===== config.mk =====
export PLATFORM = sky130hd
export DESIGN_NAME = bram_stream_reader
export DESIGN_NICKNAME = d
export VERILOG_FILES = /design/src/rtl/bram_stream_reader.sv
export SDC_FILE = /design/constraint.sdc
export NUM_CORES = 1
export LEC_CHECK = 0
export ABC_AREA = 1
export ABC_CLOCK_PERIOD_IN_PS = 5200
export CAP_MARGIN = 20
export CORE_MARGIN = 4
export CORE_UTILIZATION = 55
export DETAILED_ROUTE_END_ITERATION = 8
export GPL_TIMING_DRIVEN = 1
export PLACE_DENSITY = 0.85
export SYNTH_ARGS = -nofsm -noshare
export SYNTH_HDL_FRONTEND = slang
export SYNTH_SLANG_ARGS = --single-unit
export TNS_END_PERCENT = 5

===== constraint.sdc =====
create_clock -name clk -period 5.2 [get_ports clk]
set_clock_uncertainty 0.05 [all_clocks]
set_input_delay 0.78 -clock clk [delete_from_list [all_inputs] [get_ports clk]]
set_output_delay 0.78 -clock clk [all_outputs]
set_load 0.005 [all_outputs]

===== src/rtl/bram_stream_reader.sv =====
// Read-side controller for a registered-read dual-port RAM: turns (base, len) commands into a valid/ready stream.
// Optional abort port enabled by defining BRAM_READER_ABORT_EN.
module bram_stream_reader #(
    parameter int WIDTH = 16,
    parameter int SIZE  = 512,
    parameter int AW    = $clog2(SIZE),
    parameter int LW    = $clog2(SIZE + 1)
) (
    input  logic             clk,
    input  logic             rst,
    input  logic             cmd_valid,
    output logic             cmd_ready,
    input  logic [AW-1:0]    cmd_base,
    input  logic [LW-1:0]    cmd_len,
    output logic [AW-1:0]    raddr,
    input  logic [WIDTH-1:0] read_data,
    output logic             m_valid,
    input  logic             m_ready,
    output logic [WIDTH-1:0] m_data,
    output logic             m_last,
    output logic             done
`ifdef BRAM_READER_ABORT_EN
    ,
    input  logic             abort
`endif
);

    localparam logic [LW-1:0] SIZE_LEN  = LW'(SIZE);
    localparam logic [AW-1:0] LAST_ADDR = AW'(SIZE - 1);

    typedef enum logic [1:0] {
        IDLE  = 2'd0,
        ISSUE = 2'd1,
        DRAIN = 2'd2
    } state_t;

    state_t state_reg, state_next;

    logic [AW-1:0]    raddr_reg, raddr_next;
    logic [LW-1:0]    issue_left_reg, issue_left_next;
    logic             inflight_reg;
    logic             inflight_last_reg;
    logic             done_reg, done_next;
    logic             cmd_ready_reg, cmd_ready_next;

    logic [1:0]       count_reg;
    logic             wr_ptr_reg;
    logic             rd_ptr_reg;
    logic [WIDTH-1:0] fifo_data_reg [2];
    logic             fifo_last_reg [2];
    logic [1:0]       entry_we;

    logic             cmd_hs;
    logic [LW-1:0]    len_clamped;
    logic             pop;
    logic             push;
    logic             head_last;
    logic [2:0]       occ_after;
    logic             issue;
    logic             issue_last;
    logic             abort_hit;
    logic             burst_end;

`ifdef BRAM_READER_ABORT_EN
    assign abort_hit = abort && (state_reg != IDLE);
`else
    assign abort_hit = 1'b0;
`endif

    // The current raddr only counts as a read when buffer + in-flight word still fit after this cycle's pop.
    always_comb begin
        cmd_hs      = cmd_valid && cmd_ready_reg;
        len_clamped = (cmd_len > SIZE_LEN) ? SIZE_LEN : cmd_len;
        pop         = (count_reg != 2'd0) && m_ready;
        head_last   = fifo_last_reg[rd_ptr_reg];
        occ_after   = {1'b0, count_reg} + {2'b00, inflight_reg} - {2'b00, pop};
        issue       = (state_reg == ISSUE) && !abort_hit && (occ_after < 3'd2);
        issue_last  = issue && (issue_left_reg == LW'(1));
        push        = inflight_reg && !abort_hit;
        burst_end   = (state_reg == DRAIN) && pop && head_last && !abort_hit;
    end

    always_ff @(posedge clk) begin
        if (rst) begin
            state_reg <= IDLE;
        end else begin
            state_reg <= state_next;
        end
    end

    always_comb begin
        state_next = state_reg;
        case (state_reg)
            IDLE: begin
                if (cmd_hs && (len_clamped != '0)) begin
                    state_next = ISSUE;
                end
            end
            ISSUE: begin
                if (abort_hit) begin
                    state_next = IDLE;
                end else if (issue_last) begin
                    state_next = DRAIN;
                end
            end
            DRAIN: begin
                if (abort_hit || burst_end) begin
                    state_next = IDLE;
                end
            end
            default: state_next = IDLE;
        endcase
    end

    always_comb begin
        raddr_next      = raddr_reg;
        issue_left_next = issue_left_reg;
        done_next       = 1'b0;
        case (state_reg)
            IDLE: begin
                if (cmd_hs) begin
                    if (len_clamped != '0) begin
                        raddr_next      = cmd_base;
                        issue_left_next = len_clamped;
                    end else begin
                        done_next = 1'b1;
                    end
                end
            end
            ISSUE: begin
                if (abort_hit) begin
                    done_next = 1'b1;
                end else if (issue) begin
                    issue_left_next = issue_left_reg - LW'(1);
                    // Explicit wrap keeps addressing correct for non-power-of-two depths.
                    if (!issue_last) begin
                        raddr_next = (raddr_reg == LAST_ADDR) ? '0 : raddr_reg + AW'(1);
                    end
                end
            end
            DRAIN: begin
                done_next = abort_hit || burst_end;
            end
            default: done_next = 1'b0;
        endcase
        cmd_ready_next = (state_next == IDLE) && !done_next;
    end

    always_ff @(posedge clk) begin
        if (rst) begin
            raddr_reg         <= '0;
            issue_left_reg    <= '0;
            inflight_reg      <= 1'b0;
            inflight_last_reg <= 1'b0;
            done_reg          <= 1'b0;
            cmd_ready_reg     <= 1'b0;
        end else begin
            raddr_reg         <= raddr_next;
            issue_left_reg    <= issue_left_next;
            inflight_reg      <= issue;
            inflight_last_reg <= issue_last;
            done_reg          <= done_next;
            cmd_ready_reg     <= cmd_ready_next;
        end
    end

    always_ff @(posedge clk) begin
        if (rst || abort_hit) begin
            count_reg  <= 2'd0;
            wr_ptr_reg <= 1'b0;
            rd_ptr_reg <= 1'b0;
        end else begin
            count_reg <= count_reg + {1'b0, push} - {1'b0, pop};
            if (push) begin
                wr_ptr_reg <= ~wr_ptr_reg;
            end
            if (pop) begin
                rd_ptr_reg <= ~rd_ptr_reg;
            end
        end
    end

    generate
        for (genvar gi = 0; gi < 2; gi++) begin : g_entry_we
            assign entry_we[gi] = push && (wr_ptr_reg == 1'(gi));
        end
    endgenerate

    // Each entry carries its last flag so m_last travels with the word through any stall.
    always_ff @(posedge clk) begin
        for (int i = 0; i < 2; i++) begin
            if (rst) begin
                fifo_data_reg[i] <= '0;
                fifo_last_reg[i] <= 1'b0;
            end else if (entry_we[i]) begin
                fifo_data_reg[i] <= read_data;
                fifo_last_reg[i] <= inflight_last_reg;
            end
        end
    end

    assign cmd_ready = cmd_ready_reg;
    assign raddr     = raddr_reg;
    assign m_valid   = (count_reg != 2'd0);
    assign m_data    = fifo_data_reg[rd_ptr_reg];
    assign m_last    = m_valid && head_last;
    assign done      = done_reg;

endmodule


==> results of run 1 <==
[cell usage in the layout, fill, tap and decap left out, types with 2 or more instances in the layout]
cell             instances
nor2_1                  84
clkdlybuf4s50_1         67
inv_1                   63
nand2_1                 51
edfxtp_1                34
dfxtp_1                 30
nand3_1                 20
o21ai_0                 19
mux2_2                  16
a21oi_1                 14
clkbuf_8                 9
nand4_1                  7
ha_1                     6
nor3_1                   5
xor2_1                   5
a31oi_1                  4
bufinv_16                4
nand2_4                  3
a22oi_1                  3
o21ai_1                  2
nand2_2                  2
buf_4                    2
[cell families after synthesis]
family / after synthesis / synth area share [%]
adders and majority gates: 7 / 2.86
AOI/OAI and AO/OA: 47 / 8.48
muxes: 16 / 5.43
xor gates and xnor gates: 6 / 1.58
DFF: 64 / 48.9
and+or+nand+nor: 178 / 23.7
buffers and inverters: 75 / 9.05
[per-stage QoR]
stage / setup slack (ps) / util [%] / cells / hold WS [ps]
after floorplan: 2270 / - / 393 / 375
after global placement: 1740 / 68.6 / 526 / 391
after detailed placement: 1610 / 68.6 / 526 / 412
after CTS: 1960 / 73.2 / 542 / 424
after global routing: 1690 / 73.2 / 542 / 453
final: 1970 / 73.2 / 542 / 419
[layout make-up]
cell class	count	area share (%)
Clock buffer	9	2.88
Clock inverter	7	3.31
Inverter	64	5.58
Multi-Input combinational cell	254	32.5
Sequential cell	64	37.7
Tap cell	75	2.18
Timing Repair Buffer	69	15.9
[how the worst max path moves through the flow]
stage / start / to / slack [ps] / depth (start not counted)
floorplan: m_ready / raddr[4] / 2270 / 15
global placement: m_ready / cmd_ready / 1740 / 14
detailed placement: m_ready / cmd_ready / 1610 / 14
CTS: m_ready / cmd_ready / 1960 / 14
global route: m_ready / cmd_ready / 1690 / 14
finish: m_ready / cmd_ready / 1970 / 14
[power groups by stage]
stage          logic [mW]  clock network [mW]  registers [mW]
6_report            0.479               0.569           0.645
5_1_grt             0.538               0.596           0.653
4_1_cts             0.483               0.574           0.645
3_5_place_dp        0.477                   0           0.656
3_3_place_gp        0.459                   0           0.653
2_1_floorplan       0.303                   0           0.632
[routing by layer]
metal,vias to the layer above,track usage (%),part of all wire [%]
met5,-,0,0
met4,0,7.77,1.7
met3,10,3.46,4.8
met2,90,39.8,51
met1,1268,26.3,42
li1,1411,-,-
[critical path, delay by kind of cell]
family	cells	cell delay, ps
adders and majority gates	3	820
AOI/OAI and AO/OA	3	630
and+or+nand+nor	4	470
buffers and inverters	4	740
==> flow_summary.yaml, run 1 <==
status:
  status: "complete, no violations"
drt:
  firstDrtPassIters: 5
  drtAntennaViolNets: 0
  first_iter_violations: 157
  routed_wl_mm: 7.55
  drt-vias-per-instance: 5.13
  post_drt_wl_per_cell_um: 13.9
  drcViolationCount: 0
  vias: 2779
setup_path:
  timing.rr.start: "count_reg[1]"
  max_stage_delay_ps: 480
  worstPathCellList: "clkdlybuf4s50_1 > nand2_1 > inv_1 > ha_1 > inv_1 > ha_1 > fa_1 > a21oi_1 > o211ai_4 > nor2_1 > inv_2 > a22oi_1 > nand3_1 > nor2_1"
  critical_path.slowest_cell: "clkdlybuf4s50_1"
  reg2regPathDepth: 15
  rrSetupSlack_ps: 2260
  worstSetupPathType: "in -> reg"
  crit_required_ps: 5430
  start_kind: "input pin"
  path_max_fanout: 6
  r2r-end: "cmd_ready"
  arrival_ps: 3450
  crit_path_end_kind: "register"
cts:
  cts_max_level: 3
  path_clk_slew_ps: 70
  hold_buffers: 0
  post-cts-setup-buffers: 0
  ctsResizeCount: 0
  cts_buffers: 9
  cts-root-buf: "clkbuf_8"
  clk_path_buf_depth: 2
  insertion_delay_ps: 340
  cts_tree: "done"
  cts_num_sinks: 64
pwr:
  p_int_mw: 1.20
  clkPwrFrac_pct: 33.6
  p_comb_share_pct: 28.3
  power_frac_seq_pct: 38.1
  power_mw: 1.69
  p_sw_share_pct: 28.9
  peakVddDrop_v: 0.000192
  p_leak_nw: 1.86
  power_switching_uw: 489
  power_density_nw_per_um2: 393
layout:
  final_area_um2: 4310
  multiInputGateArea_um2: 1400
  num-nets-final: 508
  areaGrowthSynthToFinish_pct: 29.7
  ff_latch_area_um2: 1620
  num_antenna_cells: 0
  largest_reg_flops: 32
  drive_gt1_share_pct: 10.1
  fill_cells: 455
sta:
  setup_viol: 0
  min_period_ps: 3230
  rsz0062_at_grt: "no"
  fmax_mhz: 310
  period_share_pct: 62.1
  setup-tns-final_ps: 0
  hold_violations: 0
  worst_pin_slew_ps: 755
  final-max-slew-violation-count: 0
  relSlewSlack_pct: 49.6
global_routing:
  grt-ovfl-total: 0
  grt_usage_pct: 22.0
  antenna_found_initial: 0
  grt_pass1_wl_mm: 12.7
  grt_max_degree: 23
  first_global_vias: 2790
placement:
  place_area_um2: 4040
  place.gp.congestion: 0.851
  dp_hpwl_mm: 5.47
  io_buffers: 67
logic_synthesis:
  synthArstFlopShare_pct: 0
  syn-cell-area_um2: 3320
  synth_common_cells: "84 x nor2_1, 63 x inv_1, 51 x nand2_1"
  yosys_warnings: 0
  avgSynthCellArea_um2: 8.45
  synthCells: 393
  ys_types: 34
  yosysSeqAreaShare_pct: 48.9
  synth_edf_count: 34
  synthFlopType: "edfxtp_1"
  synth_nets: 439
  synth.most_common_cell: "nor2_1"
  synth_top_area_share_pct: 30.8
  synthTopCellsByArea: "edfxtp_1 31%, dfxtp_1 18%, nor2_1 9.5%"
  synth-seq-cells: 64
  yosysTopAreaCell: "edfxtp_1"
job:
  maxCapViolCount: 0
min_path:
  hold_end: "issue_left_reg[6]"
  hp-class: "reg -> reg"
  holdCritStartpoint: "issue_left_reg[6]"
  holdPathStages: 2
floorplanning:
  die_w_um: 85.7
  start_util_pct: 56.4
  die_area_um2: 7340
  coreArea_um2: 5890
  dieHeight_um: 85.7
  rows: 28
  pin_count: 68
Note: power is estimated with default switching activity, not from simulation.
==> run 2: changes to the inputs <==
--- a/config.mk
+++ b/config.mk
@@ -6,13 +6,13 @@
 export NUM_CORES = 1
 export LEC_CHECK = 0
 export ABC_AREA = 1
-export ABC_CLOCK_PERIOD_IN_PS = 5200
+export ABC_CLOCK_PERIOD_IN_PS = 2900
 export CAP_MARGIN = 20
 export CORE_MARGIN = 4
-export CORE_UTILIZATION = 55
+export CORE_UTILIZATION = 46
 export DETAILED_ROUTE_END_ITERATION = 8
 export GPL_TIMING_DRIVEN = 1
-export PLACE_DENSITY = 0.85
+export PLACE_DENSITY = 0.76
 export SYNTH_ARGS = -nofsm -noshare
 export SYNTH_HDL_FRONTEND = slang
 export SYNTH_SLANG_ARGS = --single-unit
==> constraint.sdc (replaced) <==
create_clock -name clk -period 2.9 [get_ports clk]
set_clock_uncertainty 0.05 [all_clocks]
set_input_delay 0.435 -clock clk [delete_from_list [all_inputs] [get_ports clk]]
set_output_delay 0.435 -clock clk [all_outputs]
set_load 0.005 [all_outputs]
==> run 2 against run 1 <==
Non-clock buffer count is 16 higher. Critical path depth stayed put. Global-route usage is 2.7 points lower. Clock power is 64% higher. Routed wire length is 6.1% higher. Combinational power is 100% higher. Sequential power is 78% higher. Core utilization is 8.7 points lower. Critical path type unchanged. Largest power group unchanged.
==> flow_summary.yaml, run 2 (same netlist as run 1, synthesis figures left out) <==
floorplanning:
  rows: 30
  dieHeight_um: 92.9
  coreArea_um2: 6910
  die_area_um2: 8640
  pin_count: 68
  die_w_um: 92.9
  start_util_pct: 48.1
sta:
  final-max-slew-violation-count: 0
  rsz0062_at_grt: "no"
  setup_viol: 0
  hold_violations: 0
  fmax_mhz: 362
  relSlewSlack_pct: 50.7
  worst_pin_slew_ps: 738
  period_share_pct: 95.2
  min_period_ps: 2760
  setup_slack_ps: 139
cts:
  path_clk_slew_ps: 70
  cts_buffers: 9
  post-cts-setup-buffers: 0
  cts-root-buf: "clkbuf_8"
  cts_num_sinks: 64
  cts_max_level: 3
  clk_path_buf_depth: 2
  insertion_delay_ps: 340
  cts_tree: "done"
layout:
  num-nets-final: 524
  areaGrowthSynthToFinish_pct: 34.2
  drive_gt1_share_pct: 13.3
  fin_util_pct: 64.5
  mostFrequentLayoutCell: "nor2_1"
  largest_reg_flops: 32
  layout_common_cells: "83 x nor2_1, 67 x clkdlybuf4s50_1, 63 x inv_1, 50 x nand2_1, 34 x edfxtp_1"
  num_antenna_cells: 0
pwr:
  p_leak_nw: 1.92
  peakVddDrop_v: 0.000287
  power_mw: 3.05
  power_density_nw_per_um2: 685
drt:
  drtAntennaViolNets: 0
  first_iter_violations: 159
  routed_wl_mm: 8.01
  firstDrtPassIters: 4
  post_drt_wl_per_cell_um: 13.8
  drt-vias-per-instance: 4.91
  vias: 2843
  drcViolationCount: 0
global_routing:
  grt_pass1_wl_mm: 13.1
  antenna_found_initial: 0
  first_global_vias: 2859
  grt_max_degree: 22
  grt_usage_pct: 19.3
  grt-ovfl-total: 0
setup_path:
  crit_required_ps: 3120
  crit_path_end_kind: "register"
  start_kind: "input pin"
  worstSetupPathType: "in -> reg"
  path_max_fanout: 3
  rrSetupSlack_ps: 160
  arrival_ps: 2980
placement:
  io_buffers: 67
  place_ws_ps: -295
  dp_hpwl_mm: 5.68
  place.gp.congestion: 0.836
min_path:
  hp-class: "reg -> reg"
status:
  status: "complete, no violations"
job:
  maxCapViolCount: 0
-- run 2: changes by cell type in the layout (fill, tap and decap cells not counted), sizes merged --
cell	before	now
bufinv	4	3
clkbuf	9	13
inv	65	64
clkinv	2	0
buf	2	18
-- run 2: report_power, final --
group | internal, mW | switching (mW) | total [mW] | leakage (nW)
Combinational | 0.502 | 0.461 | 0.963 | 1.21
Sequential | 1.06 | 0.0895 | 1.15 | 0.599
Clock | 0.596 | 0.339 | 0.935 | 0.118
-- run 2: path summary, 6_finish.rpt --
path                 from          to  cells after the start
min            rd_ptr_reg  rd_ptr_reg                      1
min reg2reg    rd_ptr_reg  rd_ptr_reg                      1
max reg2reg  count_reg[1]   cmd_ready                     15
max               m_ready   cmd_ready                     14
-- run 2: area by class of cell --
| class | instances | area [um2] |
|---|---|---|
| clock buffer | 13 | 149 |
| timing repair buffer | 85 | 818 |
| inverter | 64 | 240 |
| clock inverter | 3 | 90.1 |
| sequential | 64 | 1620 |
| fill | 591 | 2450 |
| tap | 96 | 120 |
| multi-input combinational | 254 | 1410 |
-- run 2: critical path, cell delays in order --
cell             delay [ps]
clkdlybuf4s50_1         430
nand2_1                  80
inv_1                    60
ha_1                    270
inv_1                    40
ha_1                    180
fa_1                    470
a21oi_2                 180
o211ai_4                120
nor2_2                  170
inv_2                    70
a22oi_1                 210
nand3_1                 120
nor2_1                  130
-- run 2: layer usage --
metal	up-vias	part of all wire, %	track usage [%]
met4	0	2.0	8.67
li1	1441	-	-
met2	87	50	33.5
met1	1303	44	23.0
met5	-	0	0
met3	12	4.8	3.49
-- run 2: metrics by stage --
step / setup TNS, ps / std cells / hold slack [ps] / area (um2)
floorplan: 0 / 393 / 375 / 3320
global placement: -3160 / 563 / 388 / 4200
detailed placement: -4630 / 563 / 406 / 4200
CTS: 0 / 579 / 418 / 4440
global route: 0 / 579 / 441 / 4450
finish: 0 / 579 / 417 / 4450
-- run 2: timing repair --
item / 4_1_cts / 5_1_grt
gates resized for setup: 0 / 7
endpoints found under the setup margin: 0 / 20
hold buffers: 0 / 0
==> run 3: changes to the inputs <==
--- a/config.mk
+++ b/config.mk
@@ -6,7 +6,7 @@
 export NUM_CORES = 1
 export LEC_CHECK = 0
 export ABC_AREA = 1
-export ABC_CLOCK_PERIOD_IN_PS = 2900
+export ABC_CLOCK_PERIOD_IN_PS = 2400
 export CAP_MARGIN = 20
 export CORE_MARGIN = 4
 export CORE_UTILIZATION = 46
==> constraint.sdc (replaced) <==
create_clock -name clk -period 2.4 [get_ports clk]
set_clock_uncertainty 0.05 [all_clocks]
set_input_delay 0.36 -clock clk [delete_from_list [all_inputs] [get_ports clk]]
set_output_delay 0.36 -clock clk [all_outputs]
set_load 0.005 [all_outputs]
==> run 3 against run 2 <==
The run now ends with negative setup slack left. Combinational power increased by 30%. Cell area increased by 1.3%. Worst setup slack got worse by 280 ps. Via count increased by 2.6%. Non-clock buffer count increased by 5. Critical path depth increased by 1. Clock power increased by 0.7%. Count of clock-buffer cells in the layout decreased by 4. First-iteration DRC count decreased by 11%. Global-route usage decreased by 0.33 points. Power increased by 17%. Sequential share of layout area decreased by 0.37 points.
==> flow_summary.yaml, run 3 (same netlist as run 1, synthesis figures left out) <==
drt:
  first_iter_violations: 141
  firstDrtPassIters: 4
  post_drt_wl_per_cell_um: 13.3
  vias: 2917
  routed_wl_mm: 7.81
  drt-vias-per-instance: 4.99
  drcViolationCount: 0
  drtAntennaViolNets: 0
setup_path:
  worstSetupPathType: "reg -> reg"
  start_kind: "register"
  path_max_fanout: 4
  timing.rr.start: "count_reg[1]"
  critical_path.slowest_cell: "fa_2"
  arrival_ps: 2790
  cpMostUsedCell: "inv_2"
  rrSetupSlack_ps: -140
  max_stage_delay_ps: 430
  crit_required_ps: 2650
  r2r-end: "cmd_ready"
  worstPathCellList: "nor2_2 > inv_1 > nand2_1 > inv_2 > ha_4 > inv_2 > ha_4 > fa_2 > a21oi_2 > o211ai_4 > nor2_2 > inv_2 > a22oi_2 > nand3_1 > nor2_1"
  reg2regPathDepth: 15
  crit_path_end_kind: "register"
pwr:
  power_density_nw_per_um2: 788
  power_switching_mw: 1.13
  p_int_mw: 2.42
  p_leak_nw: 1.93
  peakVddDrop_v: 0.000355
  p_comb_share_pct: 35.2
  power_frac_seq_pct: 38.3
  p_sw_share_pct: 31.9
  clkPwrFrac_pct: 26.5
global_routing:
  grt-ovfl-total: 0
  grt_pass1_wl_mm: 13.0
  grt_max_degree: 22
  antenna_found_initial: 0
  grt_usage_pct: 18.9
  first_global_vias: 2916
cts:
  path_clk_slew_ps: 80
  cts_tree: "done"
  cts_buffers: 9
  clk_path_buf_depth: 2
  cts_max_level: 3
  cts_num_sinks: 64
  insertion_delay_ps: 350
  cts-root-buf: "clkbuf_8"
layout:
  num-nets-final: 530
  fill_cells: 583
  final_area_um2: 4510
  final_cells: 585
  fin_util_pct: 65.3
  mostFrequentLayoutCell: "nor2_1"
  areaGrowthSynthToFinish_pct: 35.9
  layout_common_cells: "82 x nor2_1, 66 x clkdlybuf4s50_1, 61 x inv_1, 50 x nand2_1, 34 x edfxtp_1"
  num_antenna_cells: 0
  drive_gt1_share_pct: 17.0
  largest_reg_flops: 32
min_path:
  holdCritStartpoint: "rd_ptr_reg"
  holdPathStages: 1
  hp-class: "reg -> reg"
sta:
  worst_pin_slew_ps: 452
  period_share_pct: 106
  rsz0062_at_grt: "yes"
  fmax_mhz: 393
  hold_violations: 0
  setup_slack_ps: -144
  setup_viol: 11
  relSlewSlack_pct: 69.7
  min_period_ps: 2540
  hold_ws_ps: 415
  final-max-slew-violation-count: 0
floorplanning:
  die_area_um2: 8640
  start_util_pct: 48.1
  dieHeight_um: 92.9
  die_w_um: 92.9
  rows: 30
  pin_count: 68
  coreArea_um2: 6910
status:
  status: "finished, violations left"
  violations: "negative setup slack"
placement:
  io_buffers: 67
  place.gp.congestion: 0.814
  place_ws_ps: -496
  dp_cells: 567
  dp_hpwl_mm: 5.54
  place_area_um2: 4250
job:
  maxCapViolCount: 0
[run 3: area by class of cell]
cell class              instances  area [um2]  area share (%)
flip-flops and latches         64        1630            36.1
clock buffers                   9         124            2.75
clock inverters                 7        80.1            1.78
inverters                      64         240            5.33
well taps                      96         120            2.66
repair buffers                 90         853            18.9
multi-input cells             255        1470            32.5
[run 3: metrics by stage]
step           TNS [ps]  power, mW
6_report          -1120       3.55
5_1_grt           -2500       3.77
4_1_cts            -993       3.57
3_5_place_dp     -10180       2.61
3_3_place_gp      -9200       2.57
2_1_floorplan      -388       2.08
[run 3: worst max-delay path by stage]
stage                      start                 to  slack, ps  depth (start not counted)
floorplan           count_reg[1]           raddr[4]        -70                         17
global placement         m_ready  issue_left_reg[6]       -460                         14
detailed placement       m_ready          cmd_ready       -500                         14
CTS                 count_reg[1]          cmd_ready       -120                         15
global route        count_reg[1]          cmd_ready       -250                         15
finish              count_reg[1]          cmd_ready       -140                         15
[run 3: power by group through the flow]
| stage | sequential [mW] | clock (mW) | combinational [mW] |
|---|---|---|---|
| detailed placement | 1.38 | 0 | 1.23 |
| global placement | 1.38 | 0 | 1.19 |
| global route | 1.38 | 1.01 | 1.38 |
| CTS | 1.36 | 0.959 | 1.25 |
| finish | 1.36 | 0.942 | 1.25 |
| floorplan | 1.38 | 0 | 0.709 |
[run 3: routing by layer]
metal | vias up | wire (um) | global-route usage [%]
met5 | - | 0 | 0
met4 | 0 | 184 | 9.40
met3 | 17 | 445 | 4.22
met2 | 93 | 3860 | 31.1
met1 | 1351 | 3320 | 23.3
li1 | 1456 | - | -
[run 3: what timing repair did]
item,CTS,global route
setup endpoints to repair,20,22
cloned,1,0
endpoints found under the hold margin,0,0
hold buffers,0,0
setup buffers,1,0
pin swaps,2,7
resized for setup,6,6
[run 3: worst max-delay path: cells and delay by family, from the launching register on]
kind	cells	cell delay (ps)
AND/OR/NAND/NOR	5	500
adder cells (fa/ha/maj)	3	820
flip-flops	1	350
AO/OA/AOI/OAI	3	510
buffers and inverters	4	250
